File: src/rtl/prod_accum_if.sv
// Handshake bundle between the multiplier-side producer and prod_accum.
// master drives products and out_ready; slave is the accumulator.
interface prod_accum_if #(
  parameter int unsigned IN_W  = 16,
  parameter int unsigned ACC_W = 20
);
  logic [IN_W-1:0]  prod;
  logic             in_valid;
  logic             in_ready;
  logic [ACC_W-1:0] acc_out;
  logic             out_valid;
  logic             out_ready;
  logic [7:0]       cnt;
  logic             ovf;

  modport master (
    output prod, in_valid, out_ready,
    input  in_ready, acc_out, out_valid, cnt, ovf
  );

  modport slave (
    input  prod, in_valid, out_ready,
    output in_ready, acc_out, out_valid, cnt, ovf
  );
endinterface

File: src/rtl/prod_accum.sv
// Batch multiply-accumulate stage: sums LEN unsigned products, then holds the total.
// Define PROD_ACCUM_SAT_EN to saturate on overflow instead of wrapping.
module prod_accum #(
  parameter int unsigned IN_W  = 16,
  parameter int unsigned ACC_W = 20,
  parameter int unsigned LEN   = 4
) (
  input  logic          clk_i,
  input  logic          rst_ni,
  input  logic          clr_i,
  prod_accum_if.slave   bus
);

`ifdef PROD_ACCUM_SAT_EN
  localparam bit SatEn = 1'b1;
`else
  localparam bit SatEn = 1'b0;
`endif

  localparam logic [7:0] LenCnt = 8'(LEN);

  typedef enum logic {StAcc, StDone} state_e;

  state_e           state_q;
  logic [ACC_W-1:0] acc_q;
  logic [7:0]       cnt_q;
  logic             ovf_q;

  logic [ACC_W:0]   sum_full;
  logic [ACC_W-1:0] acc_d;
  logic [7:0]       cnt_d;
  logic             carry;

  always_comb begin
    sum_full = {1'b0, acc_q} + {{(ACC_W + 1 - IN_W){1'b0}}, bus.prod};
    carry    = sum_full[ACC_W];
    cnt_d    = cnt_q + 8'd1;
    // Once saturated, any further nonzero product carries again, so all-ones sticks.
    if (carry && SatEn) begin
      acc_d = '1;
    end else begin
      acc_d = sum_full[ACC_W-1:0];
    end
  end

  always_ff @(posedge clk_i) begin
    if (!rst_ni) begin
      state_q <= StAcc;
      acc_q   <= '0;
      cnt_q   <= '0;
      ovf_q   <= 1'b0;
    end else if (clr_i) begin
      state_q <= StAcc;
      acc_q   <= '0;
      cnt_q   <= '0;
      ovf_q   <= 1'b0;
    end else begin
      unique case (state_q)
        StAcc: begin
          if (bus.in_valid) begin
            acc_q <= acc_d;
            cnt_q <= cnt_d;
            ovf_q <= ovf_q | carry;
            if (cnt_d == LenCnt) begin
              state_q <= StDone;
            end
          end
        end
        StDone: begin
          if (bus.out_ready) begin
            state_q <= StAcc;
            acc_q   <= '0;
            cnt_q   <= '0;
            ovf_q   <= 1'b0;
          end
        end
        default: state_q <= StAcc;
      endcase
    end
  end

  // Handshake flags decode from state only; no input-to-output path.
  assign bus.in_ready  = (state_q == StAcc);
  assign bus.out_valid = (state_q == StDone);
  assign bus.acc_out   = acc_q;
  assign bus.cnt       = cnt_q;
  assign bus.ovf       = ovf_q;

endmodule

File: src/flat_wrapper.sv
// flat-port wrapper written by rule: the top's interface ports become plain ports
module prod_accum_flat 
#(
  parameter int unsigned IN_W  = 16,
  parameter int unsigned ACC_W = 20,
  parameter int unsigned LEN   = 4
)
  (clk_i, rst_ni, clr_i, bus_prod, bus_in_valid, bus_out_ready, bus_in_ready, bus_acc_out, bus_out_valid, bus_cnt, bus_ovf);
  prod_accum_if #(.IN_W(IN_W), .ACC_W(ACC_W)) bus_i ();
  input  logic clk_i;
  input  logic rst_ni;
  input  logic clr_i;
  input wire logic [$bits(bus_i.prod)-1:0] bus_prod;
  input wire logic [$bits(bus_i.in_valid)-1:0] bus_in_valid;
  input wire logic [$bits(bus_i.out_ready)-1:0] bus_out_ready;
  output wire logic [$bits(bus_i.in_ready)-1:0] bus_in_ready;
  output wire logic [$bits(bus_i.acc_out)-1:0] bus_acc_out;
  output wire logic [$bits(bus_i.out_valid)-1:0] bus_out_valid;
  output wire logic [$bits(bus_i.cnt)-1:0] bus_cnt;
  output wire logic [$bits(bus_i.ovf)-1:0] bus_ovf;
  assign bus_i.prod = bus_prod;
  assign bus_i.in_valid = bus_in_valid;
  assign bus_i.out_ready = bus_out_ready;
  assign bus_in_ready = bus_i.in_ready;
  assign bus_acc_out = bus_i.acc_out;
  assign bus_out_valid = bus_i.out_valid;
  assign bus_cnt = bus_i.cnt;
  assign bus_ovf = bus_i.ovf;
  prod_accum #(.IN_W(IN_W), .ACC_W(ACC_W), .LEN(LEN)) u_core (.clk_i(clk_i), .rst_ni(rst_ni), .clr_i(clr_i), .bus(bus_i));
endmodule
File: config.mk
export PLATFORM = sky130hd
export DESIGN_NAME = prod_accum_flat
export DESIGN_NICKNAME = d
export VERILOG_FILES = /design/src/rtl/prod_accum_if.sv /design/src/rtl/prod_accum.sv /design/src/flat_wrapper.sv
export SDC_FILE = /design/constraint.sdc
export NUM_CORES = 1
export LEC_CHECK = 0
export CORE_MARGIN = 1.5
export CORE_UTILIZATION = 45
export DETAILED_ROUTE_END_ITERATION = 16
export MAX_ROUTING_LAYER = met4
export PLACE_DENSITY = 0.77
export SLEW_MARGIN = 15
export SYNTH_ARGS = -nofsm -noshare
export SYNTH_HDL_FRONTEND = slang
export SYNTH_SLANG_ARGS = --single-unit
File: constraint.sdc
create_clock -name clk_i -period 2.18 [get_ports clk_i]
set_input_delay 0.218 -clock clk_i [delete_from_list [all_inputs] [get_ports clk_i]]
set_output_delay 0.218 -clock clk_i [all_outputs]
set_load 0.01 [all_outputs]
### Word level (Yosys, flattened, before mapping)

Cells that the tools add are included.

| word-level totals | value |
|---|---|
| bits in latches | 0 |
| bits in writable memories | 0 |
| input port bits | 21 |
| output and inout port bits | 31 |
| memories kept | 0 |
| bits in read-only memories | 0 |
| register bits after elaboration | 30 |

| cells by class | value |
|---|---|
| add/subtract/negate cells | 2 |
| equal/unequal tests | 3 |
| reductions and logical operators | 2 |
| multipliers | 0 |
| div/mod/pow operators | 0 |
| $lt $le $gt $ge | 0 |
| shifts and indexed selects | 0 |
| muxes and demuxes | 13 |
| bitwise gates (word level) | 3 |

Operators with widths:

| cell | count |
|---|---|
| two-way mux 20 bit | 2 |
| one-hot mux 20 bit (2 select lines) | 1 |
| adder 20 x 16 -> 21 bit | 1 |
| two-way mux 8 bit | 2 |
| one-hot mux 8 bit (2 select lines) | 1 |
| adder 8 x 1 -> 8 bit, second input constant | 1 |
| == test 8 x 3 -> 1 bit, second input constant | 1 |
| two-way mux 1 bit | 5 |
| inequality test 2 bit, second input constant | 2 |
| one-hot mux 1 bit (2 select lines) | 2 |
| inverter 1 bit | 2 |
| AND reduction 2 bit | 1 |
| OR reduction 2 bit | 1 |
| OR 1 bit | 1 |

### Logic depth before layout (Yosys ltp)

Gate-level depths: netlist of the first run.

| logic depth | value |
|---|---|
| word-level depth | 5 |
| mapped depth | 8 |
| gate-level depth less buffers | 8 |

### Worst setup path after synthesis of the first run

Ideal clock, no wire load.

| timing path | value |
|---|---|
| path type | register to register |
| start point | register u_core.acc_q[0], in the netlist u_core.bus.acc_out[0] |
| end point | register u_core.acc_q[18], in the netlist u_core.bus.acc_out[18] |
| data arrival time | 2,045 ps |
| setup slack | 68 ps |
| path buffers | 0 |
| clock period less this slack | 2,112 ps |
| cell stages (with the launch flop) | 9 |
| cells stage by stage | dfxtp_1 -> ha_1 -> fa_1 -> a21oi_1 -> o2bb2ai_1 -> o31a_1 -> a31o_4 -> and3_4 -> o21ai_2 |

| between the ends | value |
|---|---|
| longest elaborated chain between the ends | 3 |

Ends and longest elaborated chain:

| item | RTL line | text |
|---|---|---|
| from (decl) | prod_accum.sv:25 | `logic [ACC_W-1:0] acc_q;` |
| from (signal assigned) | prod_accum.sv:49 | `acc_q <= '0;` |
| from (signal assigned) | prod_accum.sv:54 | `acc_q <= '0;` |
| from (signal assigned) | prod_accum.sv:61 | `acc_q <= acc_d;` |
| adder 20 x 16 -> 21 bit | prod_accum.sv:35 | `sum_full = {1'b0, acc_q} + {{(ACC_W + 1 - IN_W){1'b0}}, bus.prod};` |
| two-way mux 20 bit | prod_accum.sv:60 | `if (bus.in_valid) begin` |
| one-hot mux 20 bit (2 select lines) | prod_accum.sv:58 | `unique case (state_q)` |

Every way passes these cells. The select of a mux whose other input is x is not followed.
A chain may end at the register's enable or synchronous reset.

### Worst setup path after layout of the first run

| timing path | value |
|---|---|
| start point | input port bus_prod[0] |
| end point | register u_core.acc_q[18], in the netlist u_core.bus.acc_out[18] |

| between the ends | value |
|---|---|
| longest elaborated chain between the ends | 3 |

Ends and longest elaborated chain:

| item | RTL line | text |
|---|---|---|
| from (decl) | flat_wrapper.sv:13 | `input wire logic [$bits(bus_i.prod)-1:0] bus_prod;` |
| adder 20 x 16 -> 21 bit | prod_accum.sv:35 |  |
| two-way mux 20 bit | prod_accum.sv:60 |  |
| one-hot mux 20 bit (2 select lines) | prod_accum.sv:58 |  |
| to (signal assigned) | prod_accum.sv:54 |  |
| to (signal assigned) | prod_accum.sv:61 |  |
| to (signal assigned) | prod_accum.sv:72 | `acc_q <= '0;` |

Every way passes these cells. The select of a mux whose other input is x is not followed.

==> results.md, run 1 <==
- Num CTS Buffers: 5
- Worst hold slack: 467 ps
- First DRT Iteration DRCs: 131
- N_diodes: 0
- Vias in the first global route: 2,213
- # nets final: 392
- Worst path arrival time: 2330 ps
- DR pass1 iterations: 6
- Post-synth top area share: 28.3%
- CTS tree: yes
- Max_cap viols: 0
- Status: completed
- Final worst path period need: 2110 ps
- Top delay family on crit path: compound AO/OA/AOI/OAI gates
- Final core utilization: 69.1%
- Static leakage: 1.33 nW
- Critical path class: primary input to flop
- Met1 usage: 29.7%
- CTS Sinks: 30
- Synthesized area: 2130 um^2
- WP buf/inv: 1
- Yosys warnings: 0
- # DRC: 0
- Clock Tree Root: clkbuf_8
- Row count: 24
- Grt ovf: 0
- Final hold vios: 0
- Hold path start: u_core.bus.acc_out[10]
- Reg2reg start: u_core.bus.acc_out[0]
- RSZ-0062 raised after global routing: no
- Vias per cell: 5.60
- Crit Path Max Fanout: 5
- Ys flop type: dfxtp_1
- Data required, critical path: 2400 ps
- IO Pins: 52
- Slew @ Worst Pin: 391 ps
- Total GRT Usage: 23.9%
- Post-synth ARST share: 0%
- Syn Area/Cell: 7.93 um^2
- Cell type with the highest aggregate area in the netlist: dfxtp_1
- Met2 usage: 38.9%
- Starting Density: 47.8%
- Yosys reg bits: 30
- VDD IR max: 0.416 mV
- GRT busiest layer: met2
- Fill count: 376
- H-tree lvl count: 2
- Placed cell count: 395
- Initial antenna violation count: 0
- DP HPWL: 4450 um
- First-pass GRT wire length: 9600 um
- Total power: 0.00155 W
- Slowest-stage cell, CP: clkdlybuf4s50_1
- WL per Instance: 14.4 um
- Post-route ant nets: 0
- Number of synthesized flops with an enable pin: 0
- Layout cells sized above 1: 16.4%
- Worst-path clk slew: 60 ps
- Clk_lat worst skew: 280 ps
- Fin. max-slew vios: 0
- Final Setup Violations: 0
- Synthesized net count: 307
- Most common cell in the synthesized netlist: nor2_1
- Chip Width: 71.7 um
- Post-Syn Instances: 268
- Drt total wl: 5820 um
- Die Area: 5150 um^2
- Unique masters post-synth: 54
- Non-Filler Instances: 405
- Area delta synth->final: 44.5%
- Hold-fix buffers at CTS: 0
- Min-delay worst type: flop to flop
- Longest Clk Path Bufs: 2
- Crit path launch: bus_prod[0]
- Most frequent cells after synthesis: nor2_1 (35), dfxtp_1 (30), nand2_1 (27), a21oi_1 (24), ha_1 (17)
- I/O Buffers: 51
- F_max: 473 MHz
- Final period utilization: 97.0%
- Core area: 4440 um^2
- Met3 Track Usage GR: 4.36%
- Worst rel slew slack: 73.7%
- Die Span Y: 71.7 um
- Crit-path cells: clkdlybuf4s50_1, ha_2, fa_2, a21oi_2, o2bb2ai_2, o31a_1, a31o_4, and3_4, o21ai_2
- Vias: 2,267
- Sequential share of the synthesized area: 28.3%
- Critical Path Max Stage Delay: 420 ps
- Setup_tns: 0 ps
- Synth top area cells: dfxtp_1 (28%), ha_1 (10%), nor2_1 (6.2%)
- Startpoint Class: primary input
- Largest net degree at the start of global routing: 17
- RePlAce Congestion: 0.879
- CP endpoint kind: flop
- Clk_skew: 3.83 ps
- Pwr/cell area: 503 nW/um^2
[state kept, by name (all words and copies together) (netlist names)]
register,flops
u_core.bus.out_valid,1
u_core.bus.acc_out,20
u_core.bus.cnt,8
u_core.bus.ovf,1
[final timing paths]
kind              cells after the start                endpoint  slack (ps)
setup / recovery                      9  u_core.bus.acc_out[18]          70
hold / removal                        2  u_core.bus.acc_out[10]         470
setup reg to reg                      8  u_core.bus.acc_out[18]         100
hold reg to reg                       2  u_core.bus.acc_out[10]         470
[per-stage QoR]
| stage | setup WS [ps] | cell area, um^2 |
|---|---|---|
| floorplan | 68.1 | 2130 |
| global placement | -288 | 2910 |
| detailed placement | -359 | 2910 |
| CTS | 0.743 | 3040 |
| global route | 7.89 | 3070 |
| finish | 66.4 | 3070 |
[tightest hold or removal path, cell delays in order (launching register included)]
cell,delay (ps)
dfxtp_1,320
nand2_1,60
o21ai_1,50
[cell type report]
| type | count | area [um^2] | area share (%) |
|---|---|---|---|
| inverter | 4 | 15.0 | 0.489 |
| clock buffer | 6 | 82.6 | 2.69 |
| sequential | 30 | 601 | 19.6 |
| timing repair buffer | 87 | 781 | 25.4 |
| clock inverter | 1 | 30.0 | 0.978 |
| tap | 52 | 65.1 | 2.12 |
| multi-input combinational | 225 | 1500 | 48.8 |
[routing by layer]
metal | vias up | share of wire (%)
li1 | 1159 | -
met1 | 1047 | 48
met2 | 54 | 47
met3 | 7 | 4.0
met4 | 0 | 1.0
met5 | - | 0
[logic make-up (layout without fill, tap and decap cells)]
logic type      count (synthesis)  in the layout  share of synthesized area (%)
simple gates                   95             95                           20.8
fa+ha+maj                      18             18                           10.9
mux                             2              2                          0.942
flops                          30             30                           28.3
xor+xnor                       13             13                           5.36
buf+inv                        13             98                           2.35
compound gates                 97             97                           31.4
[power breakdown]
group          switching, W  total, W  internal (W)
Combinational      0.000190  0.000395      0.000205
Clock              0.000209  0.000574      0.000365
Sequential        0.0000140  0.000578      0.000564
[what timing repair did]
item / CTS / global route
endpoints found under the setup margin: 5 / 5
cloned: 0 / 0
pin swaps: 4 / 5
setup buffers: 1 / 2
resized for setup: 3 / 2
[placed cells by master, fill, tap and decap left out, types with 3 or more instances in the layout]
cell type / n
nor2_1: 35
and2_1: 5
clkdlybuf4s50_1: 51
o21ai_0: 11
a21oi_1: 23
o211a_1: 3
and3_1: 4
a22oi_1: 12
clkbuf_8: 6
a31oi_1: 3
inv_1: 4
nand2_1: 27
a21oi_2: 3
nor3_1: 5
xnor2_1: 8
nand2b_1: 4
o211ai_1: 3
o21ai_1: 8
buf_4: 36
xor2_1: 5
ha_1: 16
dfxtp_1: 30
nand3_1: 4
a21o_1: 7
No activity file was read; power rests on OpenSTA's default activity.
==> run 2: changes to the inputs <==
--- a/config.mk
+++ b/config.mk
@@ -14,3 +14,4 @@
 export SYNTH_ARGS = -nofsm -noshare
 export SYNTH_HDL_FRONTEND = slang
 export SYNTH_SLANG_ARGS = --single-unit
+export TNS_END_PERCENT = 5
==> results of run 2 <==
Final layout, timing and power as in run 1 (identical DEF).
